[src/rtl/hilo_mac_unit_if.sv]
// Request/response bundle between the execute stage and the HI/LO multiply unit.
interface hilo_mac_unit_if #(
    parameter int WIDTH = 32
);
    logic             start;
    logic [2:0]       op;
    logic [WIDTH-1:0] a;
    logic [WIDTH-1:0] b;
    logic             abort;
    logic             busy;
    logic             done;
    logic [WIDTH-1:0] hi;
    logic [WIDTH-1:0] lo;

    modport master (output start, op, a, b, abort, input busy, done, hi, lo);
    modport slave  (input start, op, a, b, abort, output busy, done, hi, lo);
endinterface

[src/rtl/hilo_mac_unit.sv]
// Multi-cycle multiply / multiply-accumulate unit owning the HI/LO register pair.
// Sign-magnitude shift-add multiplier retiring STEP multiplier bits per cycle.
module hilo_mac_unit #(
    parameter int WIDTH = 32,
    parameter int STEP  = 1
) (
    input  logic           clk,
    input  logic           reset,
    hilo_mac_unit_if.slave bus
);
    localparam int NSTEP = WIDTH / STEP;
    localparam int CW    = $clog2(NSTEP + 1);
    localparam int PW    = 2 * WIDTH;

    localparam logic [2:0] OP_MTHI = 3'b100;
    localparam logic [2:0] OP_MTLO = 3'b101;
    localparam logic [2:0] OP_CLR  = 3'b110;

    typedef enum logic [1:0] {IDLE, CALC, FIN} state_t;

    state_t           state, state_nx;
    logic [CW-1:0]    cnt, cnt_nx;
    logic             done_q, done_nx;
    logic [WIDTH-1:0] hi_q, lo_q, hi_nx, lo_nx;
    logic             load, step_en;

    logic [PW-1:0]    mcand;
    logic [WIDTH-1:0] mplier;
    logic [PW-1:0]    prod;
    logic             neg;
    logic             accum;
    logic [PW-1:0]    partial;
    logic [PW-1:0]    result;

    // Most-negative input maps to 2^(WIDTH-1), which is still exact as an unsigned magnitude.
    function automatic logic [WIDTH-1:0] magnitude(input logic [WIDTH-1:0] v, input logic is_signed);
        logic signed [WIDTH-1:0] s;
        s = v;
        return (is_signed && s < 0) ? $unsigned(-s) : v;
    endfunction

    function automatic logic [PW-1:0] apply_sign(input logic [PW-1:0] p, input logic n);
        logic signed [PW-1:0] s;
        s = $signed(p);
        return n ? $unsigned(-s) : p;
    endfunction

    assign partial = mcand * PW'(mplier[STEP-1:0]);
    assign result  = (accum ? {hi_q, lo_q} : '0) + apply_sign(prod, neg);

    always_ff @(posedge clk) begin
        if (load) begin
            mcand  <= PW'(magnitude(bus.a, ~bus.op[0]));
            mplier <= magnitude(bus.b, ~bus.op[0]);
            prod   <= '0;
            neg    <= ~bus.op[0] & (bus.a[WIDTH-1] ^ bus.b[WIDTH-1]);
            accum  <= bus.op[1];
        end else if (step_en) begin
            prod   <= prod + partial;
            mcand  <= mcand << STEP;
            mplier <= mplier >> STEP;
        end
    end

    always_ff @(posedge clk or negedge reset) begin
        if (!reset) begin
            state  <= IDLE;
            cnt    <= '0;
            done_q <= 1'b0;
            hi_q   <= '0;
            lo_q   <= '0;
        end else begin
            state  <= state_nx;
            cnt    <= cnt_nx;
            done_q <= done_nx;
            hi_q   <= hi_nx;
            lo_q   <= lo_nx;
        end
    end

    always_comb begin
        state_nx = state;
        cnt_nx   = cnt;
        done_nx  = 1'b0;
        hi_nx    = hi_q;
        lo_nx    = lo_q;
        load     = 1'b0;
        step_en  = 1'b0;
        case (state)
            IDLE: begin
                if (bus.start) begin
                    if (!bus.op[2]) begin
                        load     = 1'b1;
                        cnt_nx   = '0;
                        state_nx = CALC;
                    end else begin
                        // Register moves and the reserved code retire immediately.
                        done_nx = 1'b1;
                        case (bus.op)
                            OP_MTHI: hi_nx = bus.a;
                            OP_MTLO: lo_nx = bus.a;
                            OP_CLR: begin
                                hi_nx = '0;
                                lo_nx = '0;
                            end
                            default: ;
                        endcase
                    end
                end
            end
            CALC: begin
                if (bus.abort) begin
                    state_nx = IDLE;
                    cnt_nx   = '0;
                end else begin
                    step_en = 1'b1;
                    if (cnt == CW'(NSTEP - 1)) begin
                        cnt_nx   = '0;
                        state_nx = FIN;
                    end else begin
                        cnt_nx = cnt + 1'b1;
                    end
                end
            end
            FIN: begin
                state_nx = IDLE;
                if (!bus.abort) begin
                    {hi_nx, lo_nx} = result;
                    done_nx        = 1'b1;
                end
            end
            default: state_nx = IDLE;
        endcase
    end

    assign bus.busy = (state != IDLE);
    assign bus.done = done_q;
    assign bus.hi   = hi_q;
    assign bus.lo   = lo_q;
endmodule

[src/flat_wrapper.sv]
// flat-port wrapper written by rule: the top's interface ports become plain ports
module hilo_mac_unit_flat 
#(
    parameter int WIDTH = 32,
    parameter int STEP  = 1
)
  (clk, reset, bus_start, bus_op, bus_a, bus_b, bus_abort, bus_busy, bus_done, bus_hi, bus_lo);
  hilo_mac_unit_if #(.WIDTH(WIDTH)) bus_i ();
  input  logic clk;
  input  logic reset;
  input wire logic [$bits(bus_i.start)-1:0] bus_start;
  input wire logic [$bits(bus_i.op)-1:0] bus_op;
  input wire logic [$bits(bus_i.a)-1:0] bus_a;
  input wire logic [$bits(bus_i.b)-1:0] bus_b;
  input wire logic [$bits(bus_i.abort)-1:0] bus_abort;
  output wire logic [$bits(bus_i.busy)-1:0] bus_busy;
  output wire logic [$bits(bus_i.done)-1:0] bus_done;
  output wire logic [$bits(bus_i.hi)-1:0] bus_hi;
  output wire logic [$bits(bus_i.lo)-1:0] bus_lo;
  assign bus_i.start = bus_start;
  assign bus_i.op = bus_op;
  assign bus_i.a = bus_a;
  assign bus_i.b = bus_b;
  assign bus_i.abort = bus_abort;
  assign bus_busy = bus_i.busy;
  assign bus_done = bus_i.done;
  assign bus_hi = bus_i.hi;
  assign bus_lo = bus_i.lo;
  hilo_mac_unit #(.WIDTH(WIDTH), .STEP(STEP)) u_core (.clk(clk), .reset(reset), .bus(bus_i));
endmodule
[config.mk]
export PLATFORM = sky130hd
export DESIGN_NAME = hilo_mac_unit_flat
export DESIGN_NICKNAME = d
export VERILOG_FILES = /design/src/rtl/hilo_mac_unit_if.sv /design/src/rtl/hilo_mac_unit.sv /design/src/flat_wrapper.sv
export SDC_FILE = /design/constraint.sdc
export NUM_CORES = 1
export LEC_CHECK = 0
export ABC_AREA = 1
export CORE_ASPECT_RATIO = 1.75
export CORE_MARGIN = 1.5
export CORE_UTILIZATION = 48
export DETAILED_ROUTE_END_ITERATION = 7
export GPL_TIMING_DRIVEN = 0
export PLACE_DENSITY = 0.66
export SLEW_MARGIN = 25
export SYNTH_ARGS = -nofsm -noshare
export SYNTH_HDL_FRONTEND = slang
export SYNTH_SLANG_ARGS = --single-unit
[constraint.sdc]
create_clock -name clk -period 8.8 [get_ports clk]
set_input_delay 0.88 -clock clk [delete_from_list [all_inputs] [get_ports clk]]
set_output_delay 0.88 -clock clk [all_outputs]
set_load 0.01 [all_outputs]
== Word-level counts from Yosys, hierarchy flattened ==
Cells that the tools add are included.

* Register bits after elaboration: 235
* Input port bits: 71
* Output and inout bits: 66
* Word-level logic and storage cells: 83

* Add/sub/neg operators: 6
* $mul: 1
* $lt $le $gt $ge: 2
* Eq/ne operators: 13
* Muxes and demuxes: 36
* Bitwise logic cells: 3
* Reduce and logical (&&, ||, !) cells: 11

{| class="wikitable"
|+ Operator list
! cell !! count
|-
| two-way mux 32 bit || 12
|-
| case mux 32 bit (2 select lines) || 4
|-
| adder 64 bit || 2
|-
| two-way mux 64 bit || 2
|-
| < comparator 32 x 1 -> 1 bit (second input constant) || 2
|-
| multiplier 64 x 1 -> 64 bit || 1
|-
| negation 32 bit || 2
|-
| negation 64 bit || 1
|-
| two-way mux 6 bit || 4
|-
| case mux 6 bit (2 select lines) || 1
|-
| AND reduction 5 bit || 2
|-
| equality test 3 bit (second input constant) || 3
|-
| two-way mux 2 bit || 4
|-
| != test 2 bit (second input constant) || 4
|-
| nonzero test 2 bit || 4
|-
| two-way mux 1 bit || 7
|-
| adder 6 x 1 -> 6 bit (second input constant) || 1
|-
| equality test 6 x 5 -> 1 bit (second input constant) || 1
|-
| != test 3 bit (second input constant) || 2
|-
| AND reduction 3 bit || 2
|-
| case mux 2 bit (2 select lines) || 1
|-
| != test 3 x 2 -> 1 bit (second input constant) || 1
|-
| equality test 2 x 1 -> 1 bit (second input constant) || 1
|-
| equality test 2 bit (second input constant) || 1
|-
| 6 further kinds || 7
|}

== Depth between registers and ports, before layout ==
Gate-level depths: netlist (run 1).

* Word-level depth: 5
* Depth in mapped cells: 25
* Depth with buffers taken out: 25

== Worst setup path after synthesis (run 1) ==
OpenSTA, ideal clock, no wires.

* Path type: input port to flip-flop
* Start point: input port bus_start
* End point: register u_core.mcand[0] (enable)
* Library setup time: 424 ps
* Arrival time: 3,156 ps
* Required time: 8,376 ps
* Slack: 5,220 ps
* Stages on the path: 7
* Buffers on the path: 3
* Cells stage by stage: inv_1 > nor3_2 > inv_2 > buf_2 > buf_2 > buf_2 > nand2_1

* Cells in the longest elaborated chain, start to end: 3

{| class="wikitable"
|+ Ends and longest elaborated chain
! what !! line !! text
|-
| start: declaration || flat_wrapper.sv:11 || <nowiki>input wire logic [$bits(bus_i.start)-1:0] bus_start;</nowiki>
|-
| two-way mux 1 bit || hilo_mac_unit.sv:91 || <nowiki>if (bus.start) begin</nowiki>
|-
| two-way mux 1 bit || hilo_mac_unit.sv:89 || <nowiki>case (state)</nowiki>
|-
| nonzero test 2 bit (no line) || -- ||
|-
| end signal: assignment || hilo_mac_unit.sv:53 || <nowiki>mcand <= PW'(magnitude(bus.a, ~bus.op[0]));</nowiki>
|-
| end signal: assignment || hilo_mac_unit.sv:60 || <nowiki>mcand <= mcand << STEP;</nowiki>
|-
| end: declaration || hilo_mac_unit.sv:27 || <nowiki>logic [PW-1:0] mcand;</nowiki>
|}

Every way passes these cells.
A chain may end at the register's enable or synchronous reset.

== Worst setup path after layout (run 1) ==
* Start point: register u_core.neg
* End point: register u_core.hi_q[16], in the netlist u_core.bus.hi[16]

* Cells in the longest elaborated chain, start to end: 4

{| class="wikitable"
|+ Ends and longest elaborated chain
! what !! line !! text
|-
| start: declaration || hilo_mac_unit.sv:30 || <nowiki>logic neg;</nowiki>
|-
| start signal: assignment || hilo_mac_unit.sv:56 || <nowiki>neg <= ~bus.op[0] & (bus.a[WIDTH-1] ^ bus.b[WIDTH-1]);</nowiki>
|-
| two-way mux 64 bit || hilo_mac_unit.sv:45 || <nowiki>return n ? $unsigned(-s) : p;</nowiki>
|-
| adder 64 bit || hilo_mac_unit.sv:49 || <nowiki>assign result = (accum ? {hi_q, lo_q} : '0) + apply_sign(prod, neg);</nowiki>
|-
| two-way mux 32 bit || hilo_mac_unit.sv:127 || <nowiki>if (!bus.abort) begin</nowiki>
|-
| case mux 32 bit (2 select lines) || hilo_mac_unit.sv:89 ||
|-
| end signal: assignment || hilo_mac_unit.sv:76 || <nowiki>hi_q <= hi_nx;</nowiki>
|-
| end: declaration || hilo_mac_unit.sv:24 || <nowiki>logic [WIDTH-1:0] hi_q, lo_q, hi_nx, lo_nx;</nowiki>
|}

Every way passes these cells. The select of a mux whose other input is x is not followed.

==> run_results.csv, run 1 <==
group,metric,value,unit
drt,top_layer,"met5",
yosys,yosysSeqAreaShare,23.0,%
global_route,track_usage,44.0,%
drt,totalWireLength,118000,um
die,rows,110,
worst_setup_path,worst-path-buf-inv,4,
drt,drtIter0Drc,2431,
die,coreArea,51300,sq um
run,cap_violations,0,
placed_design,io_buffers,136,
timing,final_max_slew_viol_count,0,
layout,regArea,5730,sq um
timing,hold_viol_final,0,
die,fp.dieW,175,um
drt,dr.pass1.iters,5,
timing,tightest_slew,1.27,ns
clock_network,cts_sinks,235,
clock_network,postCtsSetupBuffers,0,
layout,fillCellCount,5545,
worst_setup_path,path_cells,"buf_2, buf_2, clkbuf_1, o21ai_0, xnor2_1, ha_1, nand2_1, nor2_1, inv_1, nor2_1, nand2_1, nor3_1, nand2_1, nand4_1, nand3_1, a21oi_1",
timing,finalSetupViolCount,0,
worst_setup_path,regToRegStartpoint,"u_core.neg",
die,ios,137,
status,status,"finished clean",
placed_design,dp_cells,5173,
yosys,syn_nets,4567,
worst_setup_path,critPathRequiredTime,9.31,ns
power_and_ir_drop,p_total,8130,uW
layout,area_delta_synth_final,13.0,%
power_and_ir_drop,ir_drop,0.195,mV
worst_setup_path,startpoint_type,"flip-flop",
worst_setup_path,path_max_fanout,10,
drt,wl_per_cell,22.5,um
worst_setup_path,cp_top_family,"simple AND/OR/NAND/NOR gates",
worst_hold_path,hold_path_class,"in -> async",
layout,fin_util,54.9,%
drt,post_drt_via_cell_ratio,5.46,
timing,period_share,55.5,%
clock_network,htree_levels,1,
drt,drcViolationCount,0,
clock_network,numCtsBuffers,26,
power_and_ir_drop,seqPwrFrac,23.2,%
power_and_ir_drop,leakagePower,0.0152,uW
worst_setup_path,critPathArrivalTime,5.39,ns
yosys,async_flop_share,31.1,%
layout,multi_input_area,15700,sq um
placed_design,finalWeightedCongestion,1.11,
global_route,grt_pass1_vias,27621,
drt,ant_nets,0,
power_and_ir_drop,pwr_density_cell,288,nW/um^2
drt,wl_met3,8190,um
worst_setup_path,cpPeakStageDelay,0.71,ns
clock_network,post_cts_resized,0,
placed_design,dp_hpwl,95900,um
global_route,grt_pass1_wl,171000,um
drt,via_count,28564,
clock_network,clk_latency,0.59,ns
yosys,syn_area,24900,sq um
yosys,netlist-cell-type-count,53,
worst_setup_path,end_kind,"flip-flop",
power_and_ir_drop,pwr-share-comb,62.4,%
timing,rsz0062_at_grt,"false",
global_route,grt_max_degree,47,
layout,fin_cells,5231,
power_and_ir_drop,switching_share,54.4,%
timing,fmax,0.205,GHz
global_route,antenna_found_initial,9,
layout,nets,4739,
worst_setup_path,critPathKind,"reg -> reg",
worst_setup_path,reg2regPathDepth,16,
worst_setup_path,crit_slowest_cell,"xnor2_1",
die,die_h,305,um
die,die-area,53400,sq um
worst_setup_path,rrSetupSlack,3.92,ns
yosys,ys.flop_type,"dfxtp_1",
clock_network,tritoncts,"built",
clock_network,path_clk_slew,0.07,ns
yosys,synth_edf_count,66,
yosys,syn_inst,4363,
drt,met1Wirelength,37000,um
worst_setup_path,path_common_cell,"nand2_1",
power_and_ir_drop,switchingPower,4420,uW
yosys,ys_warn_count,0,
timing,skew,0.0181,ns
drt,wl_met2,56300,um
global_route,overflow,0,
power_and_ir_drop,intPower,3710,uW
layout,drive_gt1_share,4.00,%
worst_setup_path,r2r_end,"u_core.bus.hi[16]",
power_and_ir_drop,pwr-share-clk,14.3,%
clock_network,holdBufCountCts,0,
yosys,syn_avg_cell_area,5.72,sq um
yosys,ys_ff_latch,235,
clock_network,cts_root_buf,"clkbuf_16",
die,start_util,48.6,%
timing,slew_headroom,14.7,%
timing,whs,0.162,ns
timing,setup_tns,0,ns
timing,fin_crit,4.88,ns
clock_network,clock_path_buffers,3,
==> layer usage <==
metal,track usage (%),vias up
met2,74.9,1242
met1,40.1,12780
met3,10.9,602
met4,49.5,10
li1,-,13930
met5,0,-
==> power by group through the flow <==
stage,registers [uW],clock network (uW),logic (uW)
after floorplan,1760,0,3110
after CTS,1850,1170,4880
after detailed placement,1880,0,4860
after global routing,1900,1200,5560
after global placement,1880,0,4820
final,1890,1160,5070
==> how the worst max path moves through the flow <==
stage,start,to,slack [ns],cells after the start
global placement,bus_abort,u_core.mcand[8],3.07,6
CTS,u_core.prod[1],u_core.bus.hi[20],4.27,21
finish,u_core.neg,u_core.bus.hi[16],3.92,16
detailed placement,u_core.prod[0],u_core.bus.hi[20],4.28,21
floorplan,bus_start,u_core.mcand[0],5.22,7
global route,u_core.neg,u_core.bus.hi[16],3.86,16
==> cells in the final DEF (no fill, tap or decap), drive strengths merged, types with 9 or more instances in the layout <==
| cell | n |
|---|---|
| clkdlybuf4s50 | 135 |
| nand3 | 221 |
| ha | 131 |
| o21ai | 213 |
| nor4 | 9 |
| a31oi | 28 |
| buf | 48 |
| dfrtp | 73 |
| nand3b | 26 |
| a21oi | 283 |
| xnor2 | 27 |
| clkbuf | 91 |
| o211ai | 11 |
| nor3 | 76 |
| nor2 | 506 |
| dfxtp | 96 |
| edfxtp | 66 |
| xor2 | 103 |
| o21bai | 37 |
| clkinv | 11 |
| nand2 | 1456 |
| or2 | 21 |
| inv | 829 |
| nand4 | 35 |
==> worst reg2reg max path, delay by kind of cell, from the launching register on <==
kind / cells / cell delay (ns)
compound gates: 2 / 0.57
buf+inv: 4 / 1.29
xor+xnor: 1 / 0.71
flops: 1 / 0.42
fa+ha+maj: 1 / 0.42
simple gates: 8 / 1.39
==> Yosys cell counts (7+ instances only) <==
cell | instances | area (sq um)
a21oi_1 | 281 | 1410
a31oi_1 | 28 | 175
buf_1 | 11 | 41.3
buf_2 | 21 | 105
buf_4 | 7 | 52.6
clkbuf_1 | 56 | 210
dfrtp_1 | 73 | 1830
dfxtp_1 | 96 | 1920
edfxtp_1 | 66 | 1980
ha_1 | 131 | 1640
inv_1 | 811 | 3040
inv_2 | 15 | 56.3
nand2_1 | 1443 | 5420
nand2_2 | 9 | 56.3
nand3_1 | 218 | 1090
nand3b_1 | 26 | 195
nand4_1 | 34 | 213
nor2_1 | 488 | 1830
nor2_2 | 16 | 100
nor3_1 | 69 | 345
o211ai_1 | 11 | 82.6
o21ai_0 | 178 | 891
o21ai_1 | 28 | 140
o21bai_1 | 37 | 278
or2_2 | 15 | 93.8
xnor2_1 | 27 | 236
xor2_1 | 103 | 902
==> cell type report <==
class                      count  share of cell area, %
timing repair buffer         144                   5.16
sequential                   235                   20.3
clock buffer                  35                   2.73
antenna                        4                 0.0355
buffer                        95                   1.46
tap                          672                   2.98
clock inverter                13                  0.342
inverter                     829                   11.1
multi-input combinational   3204                   55.9
==> through the flow <==
stage          area, sq um  setup WS, ns
6_report             28200          3.92
5_1_grt              28200          3.86
2_1_floorplan        24900          5.22
4_1_cts              28100          4.27
3_5_place_dp         27200          4.28
3_3_place_gp         27100          3.07
==> sequential cells by signal, indices dropped and copies added (netlist names) <==
name / flops
u_core.cnt: 6
u_core.mcand: 64
u_core.prod: 64
u_core.bus.lo: 32
u_core.state: 2
u_core.mplier: 32
u_core.bus.done: 1
u_core.bus.hi: 32
u_core.neg: 1
u_core.accum: 1
==> cell families after synthesis <==
logic type / Yosys count / share of synthesized area [%]
AND/OR/NAND/NOR: 2353 / 38.7
buffers and inverters: 924 / 14.1
flip-flops: 235 / 23.0
adder cells (fa/ha/maj): 133 / 6.73
XOR/XNOR: 130 / 4.56
AO/OA/AOI/OAI: 588 / 12.9
Power figures use the tool's default switching activity.
==> inputs of run 2 (changes only) <==
==> constraint.sdc (replaced) <==
create_clock -name clk -period 4.54 [get_ports clk]
set_input_delay 0.454 -clock clk [delete_from_list [all_inputs] [get_ports clk]]
set_output_delay 0.454 -clock clk [all_outputs]
set_load 0.01 [all_outputs]
==> run 2 against run 1 <==
Clock power rose by 95%. Combinational power rose by 95%. Wire length fell by 0.28%. Sequential power rose by 94%. Fmax rose by 10%. Critical endpoint is now u_core.bus.hi[23]. Via count rose by 0.18%. Final cell count barely moved. Largest power group unchanged. Sequential share of layout area fell by 0.059 points. Flip-flop and latch count did not move. Total power rose by 94%.
==> run_results.csv, run 2 (synthesis gave the netlist of run 1 again) <==
group,metric,value,unit
drt,post_drt_via_cell_ratio,5.47,
power_and_ir_drop,intPower,7200,uW
clock_network,htree_levels,1,
status,status,"finished clean",
timing,skew,0.0151,ns
global_route,grt_max_degree,47,
run,cap_violations,0,
die,ios,137,
drt,dr.pass1.iters,6,
clock_network,cts_root_buf,"clkbuf_16",
layout,drive_gt1_share,4.28,%
drt,ant_nets,0,
timing,tightest_slew,1.30,ns
global_route,track_usage,44.0,%
drt,via_count,28614,
timing,finalSetupViolCount,0,
power_and_ir_drop,ir_drop,0.385,mV
clock_network,numCtsBuffers,26,
die,start_util,48.6,%
clock_network,path_clk_slew,0.07,ns
layout,fin_cells,5233,
clock_network,clk_latency,0.59,ns
worst_setup_path,critPathKind,"reg -> reg",
global_route,grt_pass1_wl,171000,um
power_and_ir_drop,seqPwrFrac,23.2,%
power_and_ir_drop,pwr-share-clk,14.3,%
worst_setup_path,path_max_fanout,10,
power_and_ir_drop,leakagePower,0.0153,uW
worst_setup_path,startpoint_type,"flip-flop",
worst_setup_path,r2r_end,"u_core.bus.hi[23]",
worst_hold_path,hold_path_class,"in -> async",
worst_setup_path,reg2regPathDepth,19,
drt,drtIter0Drc,2410,
die,die-area,53400,sq um
clock_network,clock_path_buffers,3,
die,rows,110,
clock_network,tritoncts,"built",
worst_setup_path,critPathRequiredTime,5.06,ns
layout,final_common_cell,"nand2_1",
timing,fin_crit,4.42,ns
timing,fmax,0.226,GHz
worst_setup_path,end_kind,"flip-flop",
layout,final_cell_mix,"nand2_1, inv_1, nor2_1",
clock_network,postCtsSetupBuffers,0,
layout,reg_top3,"u_core.mcand x64, u_core.prod x64",
placed_design,dp_hpwl,95900,um
die,fp.dieW,175,um
layout,fillCellCount,5541,
timing,final_max_slew_viol_count,0,
placed_design,dp_cells,5173,
drt,totalWireLength,117000,um
placed_design,io_buffers,136,
timing,whs,0.309,ns
global_route,overflow,0,
drt,wl_per_cell,22.4,um
global_route,grt_pass1_vias,27631,
placed_design,finalWeightedCongestion,1.11,
power_and_ir_drop,pwr-share-comb,62.5,%
clock_network,cts_sinks,235,
layout,nets,4740,
global_route,antenna_found_initial,9,
timing,slew_headroom,13.3,%
worst_setup_path,rrSetupSlack,0.12,ns
power_and_ir_drop,pwr_density_cell,559,nW/um^2
die,coreArea,51300,sq um
timing,hold_viol_final,0,
die,die_h,305,um
drt,drcViolationCount,0,
power_and_ir_drop,switchingPower,8590,uW
layout,area_delta_synth_final,13.3,%
worst_setup_path,regToRegStartpoint,"u_core.neg",
timing,period_share,97.4,%
power_and_ir_drop,switching_share,54.4,%
worst_setup_path,critPathArrivalTime,4.94,ns
-- run 2: changes by cell type in the layout (fill, tap and decap cells not counted), moves of 2 or more --
| cell | previous run | this run |
|---|---|---|
| nor2_2 | 17 | 19 |
| xor2_2 | 0 | 3 |
| xor2_1 | 103 | 100 |
| nor2_1 | 487 | 484 |
-- run 2: per-stage QoR --
| step | util [%] | setup TNS, ns | power [uW] | area (sq um) | setup WS [ns] |
|---|---|---|---|---|---|
| 6_report | 55.0 | 0 | 15800 | 28300 | 0.118 |
| 5_1_grt | 55.0 | -0.0105 | 16800 | 28200 | -0.0105 |
| 4_1_cts | 54.7 | 0 | 15300 | 28100 | 0.00580 |
| 3_5_place_dp | 53.0 | 0 | 13100 | 27200 | 0.0184 |
| 3_3_place_gp | 52.9 | -57.99 | 13000 | 27100 | -0.767 |
| 2_1_floorplan | - | 0 | 9440 | 24900 | 1.34 |
-- run 2: what timing repair did --
action / CTS / global route
hold buffers: 1 / 0
resized for setup: 0 / 16
hold endpoints to repair: 27 / 0
setup endpoints to repair: 0 / 20
-- run 2: how the worst max path moves through the flow --
| stage | startpoint | to | slack [ns] | cells past startpoint |
|---|---|---|---|---|
| 5_1_grt | u_core.prod[0] | u_core.bus.hi[23] | -0.01 | 20 |
| 2_1_floorplan | u_core.state[1] | u_core.mcand[0] | 1.34 | 8 |
| 6_report | u_core.neg | u_core.bus.hi[23] | 0.12 | 19 |
| 3_3_place_gp | bus_abort | u_core.mcand[8] | -0.77 | 6 |
| 3_5_place_dp | u_core.prod[0] | u_core.bus.hi[20] | 0.02 | 21 |
| 4_1_cts | u_core.prod[1] | u_core.bus.hi[20] | 0.006 | 21 |
-- run 2: layer usage --
metal | vias to the layer above | track usage [%] | part of all wire, %
met5 | - | 0 | 0.049
met4 | 10 | 49.5 | 14
met3 | 608 | 10.9 | 7.0
met2 | 1244 | 74.9 | 48
met1 | 12826 | 40.1 | 31
li1 | 13926 | - | -
-- run 2: final cells by class --
class                           instances  area (sq um)  share of cell area, %
Multi-Input combinational cell       3204         15800                   56.0
Timing Repair Buffer                  145          1470                   5.19
Inverter                              829          3120                   11.0
Tap cell                              672           841                   2.98
Clock inverter                         13          96.3                  0.341
Clock buffer                           35           769                   2.72
Buffer                                 95           412                   1.46
Sequential cell                       235          5730                   20.3
Antenna cell                            5          12.5                 0.0443
-- run 2: critical path, stage by stage, from the launching register on --
cell and delay, ns:
edfxtp_1 0.41, buf_2 0.36, buf_2 0.37, clkbuf_1 0.47
nand2_1 0.13, xnor2_1 0.35, ha_1 0.36, nand2_1 0.17
inv_1 0.07, nand2_1 0.07, nand2_1 0.07, nand2_1 0.07
nand2_1 0.11, inv_1 0.08, nand3_1 0.45, nand2_1 0.28
nand3b_1 0.10, nand2_1 0.06, nand3_1 0.16, a21oi_1 0.19
-- run 2: power groups by stage --
stage / sequential (uW) / combinational (uW) / clock, uW
2_1_floorplan: 3410 / 6030 / 0
3_3_place_gp: 3640 / 9340 / 0
3_5_place_dp: 3630 / 9420 / 0
4_1_cts: 3590 / 9460 / 2270
5_1_grt: 3690 / 10800 / 2330
6_report: 3660 / 9870 / 2260
